<file path="src/rtl/mux_bus_arbiter.sv">
// Round-robin arbiter for a shared 32-bit 8:1 mux, with a bounded hold time.
// It drives the mux select and registers the selected mux output for the current owner.
module mux_bus_arbiter #(
  parameter int unsigned MAX_HOLD = 16
) (
  input  logic        clk,
  input  logic        reset,
  input  logic [7:0]  req,
  input  logic [31:0] mux_result,
  output logic [2:0]  sel,
  output logic [7:0]  grant,
  output logic        busy,
  output logic [31:0] data_out,
  output logic        data_valid,
  output logic [2:0]  data_src
);

  typedef enum logic {StIdle, StOwn} state_e;

  localparam logic [7:0] HoldMax  = 8'(MAX_HOLD);
  localparam logic [7:0] HoldLast = 8'(MAX_HOLD - 1);

  state_e      state_q, state_d;
  logic [2:0]  ptr_q, ptr_d;
  logic [2:0]  sel_q, sel_d;
  logic [7:0]  grant_q, grant_d;
  logic [7:0]  hold_q, hold_d;
  logic [31:0] dout_q, dout_d;
  logic        dvalid_q, dvalid_d;
  logic [2:0]  dsrc_q, dsrc_d;

  logic       found;
  logic [2:0] winner;
  logic [2:0] idx;
  logic       others;
  logic       rel;

  // First set request scanning upward from ptr, wrapping past index 7.
  always_comb begin
    found  = 1'b0;
    winner = ptr_q;
    idx    = ptr_q;
    for (int i = 0; i < 8; i++) begin
      idx = ptr_q + i[2:0];
      if (!found && req[idx]) begin
        found  = 1'b1;
        winner = idx;
      end
    end
  end

  assign others = |(req & ~grant_q);
  // Comparing with >= lets a requester that shows up after saturation still force a release.
  assign rel    = !req[sel_q] || ((hold_q >= HoldLast) && others);

  always_comb begin
    state_d  = state_q;
    ptr_d    = ptr_q;
    sel_d    = sel_q;
    grant_d  = grant_q;
    hold_d   = hold_q;
    dout_d   = dout_q;
    dvalid_d = 1'b0;
    dsrc_d   = dsrc_q;
    unique case (state_q)
      StIdle: begin
        grant_d = 8'h00;
        if (found) begin
          state_d = StOwn;
          grant_d = 8'b1 << winner;
          sel_d   = winner;
          hold_d  = 8'd0;
        end
      end
      StOwn: begin
        if (rel) begin
          state_d = StIdle;
          grant_d = 8'h00;
          ptr_d   = sel_q + 3'd1;
        end else begin
          dout_d   = mux_result;
          dsrc_d   = sel_q;
          dvalid_d = 1'b1;
          hold_d   = (hold_q < HoldMax) ? hold_q + 8'd1 : hold_q;
        end
      end
      default: state_d = StIdle;
    endcase
  end

  always_ff @(posedge clk or posedge reset) begin
    if (reset) begin
      state_q  <= StIdle;
      ptr_q    <= 3'd0;
      sel_q    <= 3'd0;
      grant_q  <= 8'h00;
      hold_q   <= 8'd0;
      dout_q   <= 32'd0;
      dvalid_q <= 1'b0;
      dsrc_q   <= 3'd0;
    end else begin
      state_q  <= state_d;
      ptr_q    <= ptr_d;
      sel_q    <= sel_d;
      grant_q  <= grant_d;
      hold_q   <= hold_d;
      dout_q   <= dout_d;
      dvalid_q <= dvalid_d;
      dsrc_q   <= dsrc_d;
    end
  end

  assign sel        = sel_q;
  assign grant      = grant_q;
  assign busy       = (state_q == StOwn);
  assign data_out   = dout_q;
  assign data_valid = dvalid_q;
  assign data_src   = dsrc_q;

endmodule

</file>
<file path="config.mk">
export PLATFORM = sky130hd
export DESIGN_NAME = mux_bus_arbiter
export DESIGN_NICKNAME = d
export VERILOG_FILES = /design/src/rtl/mux_bus_arbiter.sv
export SDC_FILE = /design/constraint.sdc
export NUM_CORES = 1
export LEC_CHECK = 0
export ABC_AREA = 0
export ABC_CLOCK_PERIOD_IN_PS = 3200
export CAP_MARGIN = 5
export CORE_UTILIZATION = 44
export DETAILED_ROUTE_END_ITERATION = 12
export GPL_ROUTABILITY_DRIVEN = 1
export PLACE_DENSITY = 0.81
export SETUP_SLACK_MARGIN = 0.02
export SLEW_MARGIN = 20
export SYNTH_ARGS = -nofsm -noshare
export SYNTH_HDL_FRONTEND = slang
export SYNTH_SLANG_ARGS = --single-unit
export TNS_END_PERCENT = 50
</file>
<file path="constraint.sdc">
create_clock -name clk -period 3.2 [get_ports clk]
set_input_delay 0.32 -clock clk [delete_from_list [all_inputs] [get_ports clk]]
set_output_delay 0.32 -clock clk [all_outputs]
set_load 0.05 [all_outputs]
</file>
==> results of run 1 <==
==> through the flow <==
| stage | util [%] | hold WS (ps) |
|---|---|---|
| floorplan | - | 425 |
| CTS | 65.8 | 199 |
| detailed placement | 63.2 | 462 |
| finish | 68.2 | 203 |
| global placement | 63.2 | 457 |
| global route | 68.2 | 220 |
==> sequential cells by signal (all words and copies together) (netlist names) <==
register	cells
hold_q	8
data_src	3
grant	8
busy	1
ptr_q	3
data_valid	1
sel	3
data_out	32
==> kinds of logic (layout without fill, tap and decap cells) <==
family                   Yosys count  after routing  synth area share [%]
multiplexers                      35             35                  16.9
AO/OA/AOI/OAI                     62             62                  13.2
adder cells (fa/ha/maj)            4              4                  1.46
buffers and inverters             33            174                  4.96
flip-flops                        59             59                  43.1
AND/OR/NAND/NOR                  150            150                  18.6
XOR/XNOR                           7              7                  1.79
==> critical path: cells and delay by family, from the launching register on <==
kind | cells | cell delay (ps)
compound gates | 4 | 910
mux | 2 | 690
simple gates | 1 | 530
flops | 1 | 410
fa+ha+maj | 1 | 310
buf+inv | 2 | 180
==> layer usage <==
layer | part of all wire, % | vias up
met5 | 0 | -
met4 | 2.1 | 0
met3 | 7.1 | 21
met2 | 49 | 128
met1 | 42 | 1542
li1 | - | 1512
==> what timing repair did <==
action                     CTS  global route
gates resized for setup      0            20
setup endpoints to repair    0             9
buffers inserted             0            13
==> final timing paths <==
check,from,end
setup / recovery,ptr_q[0],grant[4]
hold / removal,reset,data_valid
setup reg to reg,ptr_q[0],grant[4]
hold reg to reg,data_out[19],data_out[19]
max in group asynchronous,reset,ptr_q[0]
min in group clk,data_out[19],data_out[19]
==> cell usage after synthesis, drive strengths merged, types with 6 or more instances <==
cell / n
nand2: 111
dfrtp: 59
mux4: 16
inv: 14
buf: 12
nor2: 11
mux2i: 10
a21oi: 9
mux2: 9
o21ai: 9
clkbuf: 6
o32ai: 6
xnor2: 6
==> area by class of cell <==
cell class | count | area, µm²
flip-flops and latches | 59 | 1480
inverters | 15 | 60.1
clock inverters | 7 | 68.8
multi-input cells | 258 | 1890
clock buffers | 9 | 124
fillers | 523 | 2350
repair buffers | 143 | 1320
well taps | 99 | 124
==> impl_metrics.toml, run 1 <==
[run_status]
status = "completed"

[yosys]
netlist_instances = 350
synth_async_sr_flop_share_pct = 100
yosys-top-cells-area = "dfrtp_1 43%, nand2_1 12%, mux4_2 7.9%"
synth_nets = 396
yosysWarnings = 0
synth-seq-cells = 59
synth_area_per_cell_um2 = 9.80
synth_edf_count = 0
synth.distinct_cells = 55
yosys.area.top_type_share_pct = 43.0
ys_seq_area_share_pct = 43.0
yosysTopAreaCell = "dfrtp_1"
ys.flop_type = "dfrtp_1"
synthesis.area_um2 = 3430

[clock_network]
clockBufferDepth = 2
cts_root_buffer = "clkbuf_8"
ctsHoldBuffers = 0
cts_tree = "yes"
htree_levels = 3
clkSlewWorstSetupHoldPaths_ps = 70
cts_sinks = 59
clkLatencyLatePin_ps = 330
cts_made_buffers = 9

[setup_path]
crit_chain = "inv_4 -> ha_4 -> buf_4 -> mux4_2 -> mux2i_2 -> a32oi_2 -> or4_4 -> o2111a_1 -> a311o_2 -> o32ai_2"
crit_type = "reg2reg"
slowest_delay_ps = 530
critPathSlowestCell = "or4_4"
path_max_fanout = 7
reg2regPathDepth = 10
critPathLaunchType = "flip-flop"
crit_path_end_kind = "flip-flop"
rrSetupSlack_ps = 70
cp.arrival_ps = 3370
crit_required_ps = 3440

[floorplanning]
fp.dieW_um = 90.3
core_um2 = 7410
rows = 31
die_area_um2 = 8150
die_y_um = 90.3
ios = 90
initial_core_util_pct = 46.3

[route]
drtAntennaViolNets = 0
vias = 3203
wl_um = 9740
routedWlPerCell_um = 16.5
drt_iter0_markers = 180
first_pass_iters = 4
viasPerCell = 5.43
drc = 0

[timing]
worst_pin_slew_ps = 561
fmax_mhz = 319
post-route-min-period_ps = 3130
drv_slew = 0
setup_viol = 0
relSlewSlack_pct = 62.5
skew_ps = 4.77
rsz0062_at_grt = "true"
tns_ps = 0
finalCritPeriodShare_pct = 97.9
worst_slack_ps = 66.5
hold_viol = 0

[final_layout]
fin_area_um2 = 5050
final_common_cell = "nand2_1"
insertedDiodeCount = 0
syn2layout_area_growth_pct = 47.4
instances_no_fill = 590
nets = 532
final_cell_mix = "111 x nand2_1, 89 x clkdlybuf4s50_1, 59 x dfrtp_1, 51 x buf_4, 12 x mux4_2"
drive_above_1_share_pct = 23.8

[place]
io_buffers = 89
pre_cts_slack_ps = -68.6
dp.cells = 561
gp_congestion = 0.873
dpl-instance-area_um2 = 4680
hpwlAfterDp_um = 7060

[global_route]
grt_max_degree = 36
grt.total_usage_pct = 24.5
grt_pass1_wl_um = 15900
met3_usage_pct = 5.89
antenna_found_initial = 0
grtUsageMet2_pct = 40.3
grt_pass1_vias = 3261
grtUsageMet1_pct = 31.5
grt.busiest_layer = "met2"
overflow = 0

[flow_run]
maxCapViolCount = 0

[min_path]
worstHoldPathType = "in2async"
Power of run 1 is left out: the tool's default activity adds up to more than one toggle a clock period on the data nets, which glitch-free logic cannot reach.
==> run 2, diff against run 1 <==
TNS_END_PERCENT = default   (was 50)
==> run 2 against run 1 <==
  * Utilization rose by 0.15 points
  * Die area did not move
  * Register-to-register slack barely moved
  * Clock-buffer cell count did not move
  * Via count fell by 0.50%
  * Sequential share of layout area fell by 0.065 points
  * Cell area rose by 0.22%
  * Fmax fell by 0.10%
  * Global-route usage did not move
  * Critical path depth did not move
==> impl_metrics.toml, run 2 (synthesis results as in run 1) <==
[run_status]
status = "completed"

[place]
dpl-instance-area_um2 = 4680
gp_congestion = 0.873
io_buffers = 89
hpwlAfterDp_um = 7060

[final_layout]
nets = 533
syn2layout_area_growth_pct = 47.7
final_cell_mix = "111 x nand2_1, 89 x clkdlybuf4s50_1, 59 x dfrtp_1, 52 x buf_4, 12 x mux4_2"
drive_above_1_share_pct = 24.2
largest_reg_flops = 32
fin_area_um2 = 5070
final_common_cell = "nand2_1"
insertedDiodeCount = 0

[route]
vias = 3187
drt-met1-wl_um = 4030
wl_um = 9710
drt_iter0_markers = 145
drc = 0
first_pass_iters = 4
drtAntennaViolNets = 0
wl_met3_um = 676
routedWlPerCell_um = 16.4
wl_met2_um = 4820
viasPerCell = 5.39
routed.top_layer = "met4"

[min_path]
worstHoldPathType = "in2async"

[clock_network]
clockBufferDepth = 2
htree_levels = 3
cts_tree = "yes"
cts_made_buffers = 9
cts_root_buffer = "clkbuf_8"
cts_sinks = 59
clkSlewWorstSetupHoldPaths_ps = 70
clkLatencyLatePin_ps = 330

[global_route]
grt_pass1_wl_um = 15900
grt_pass1_vias = 3261
antenna_found_initial = 0
grt_max_degree = 36
overflow = 0
grt.total_usage_pct = 24.5

[timing]
drv_slew = 0
worst_pin_slew_ps = 565
post-route-min-period_ps = 3140
rsz0062_at_grt = "true"
relSlewSlack_pct = 62.2
skew_ps = 5.36
tns_ps = 0
hold_viol = 0
finalCritPeriodShare_pct = 98.0
setup_viol = 0
fmax_mhz = 319

[setup_path]
crit_path_end_kind = "flip-flop"
r2r-end = "grant[4]"
path_max_fanout = 7
slowest_delay_ps = 530
crit_required_ps = 3440
crit_chain = "inv_4 -> ha_4 -> buf_4 -> mux4_2 -> mux2i_2 -> a32oi_2 -> or4_4 -> o2111a_1 -> a311o_2 -> o32ai_2"
reg2regPathDepth = 10
path_buf_inv = 2
crit_cells = 10
cp.arrival_ps = 3370
rrSetupSlack_ps = 60
crit_family = "compound AO/OA/AOI/OAI gates"
critPathLaunchType = "flip-flop"
critPathSlowestCell = "or4_4"
r2r_start = "ptr_q[0]"
crit_type = "reg2reg"

[floorplanning]
core_um2 = 7410
ios = 90
die_y_um = 90.3
initial_core_util_pct = 46.3
die_area_um2 = 8150
rows = 31
fp.dieW_um = 90.3

[flow_run]
maxCapViolCount = 0
==> run 2: per-stage QoR <==
stage	utilization, %	setup WS, ps	instances	hold WS, ps
5_1_grt	68.4	-38.2	591	220
4_1_cts	65.8	64.6	577	199
6_report	68.4	63.2	591	205
2_1_floorplan	-	25.7	350	425
3_3_place_gp	63.2	41.0	561	457
3_5_place_dp	63.2	-68.6	561	462
==> run 2: worst max path at each step <==
stage              from  endpoint
2_1_floorplan  ptr_q[0]  grant[4]
3_3_place_gp     req[3]  grant[1]
3_5_place_dp     req[4]  grant[1]
4_1_cts        ptr_q[1]  grant[4]
5_1_grt        ptr_q[0]  grant[3]
6_report       ptr_q[0]  grant[4]
==> run 2: layer usage <==
metal | up-vias | global-route usage, %
li1 | 1515 | -
met5 | - | 0
met1 | 1538 | 31.5
met2 | 117 | 40.3
met3 | 17 | 5.89
met4 | 0 | 9.14
==> run 2: repair_timing <==
action | 4_1_cts | 5_1_grt
hold buffers | 0 | 0
setup endpoints to repair | 0 | 9
gates resized for setup | 0 | 21
hold endpoints to repair | 0 | 0
buffers inserted | 0 | 14
==> run 2: cell type report <==
type / instances / area, µm²
timing repair buffer: 144 / 1320
sequential: 59 / 1480
fill: 521 / 2340
clock inverter: 7 / 68.8
inverter: 15 / 60.1
multi-input combinational: 258 / 1890
clock buffer: 9 / 124
tap: 99 / 124
Power of run 2 is left out for the same reason.
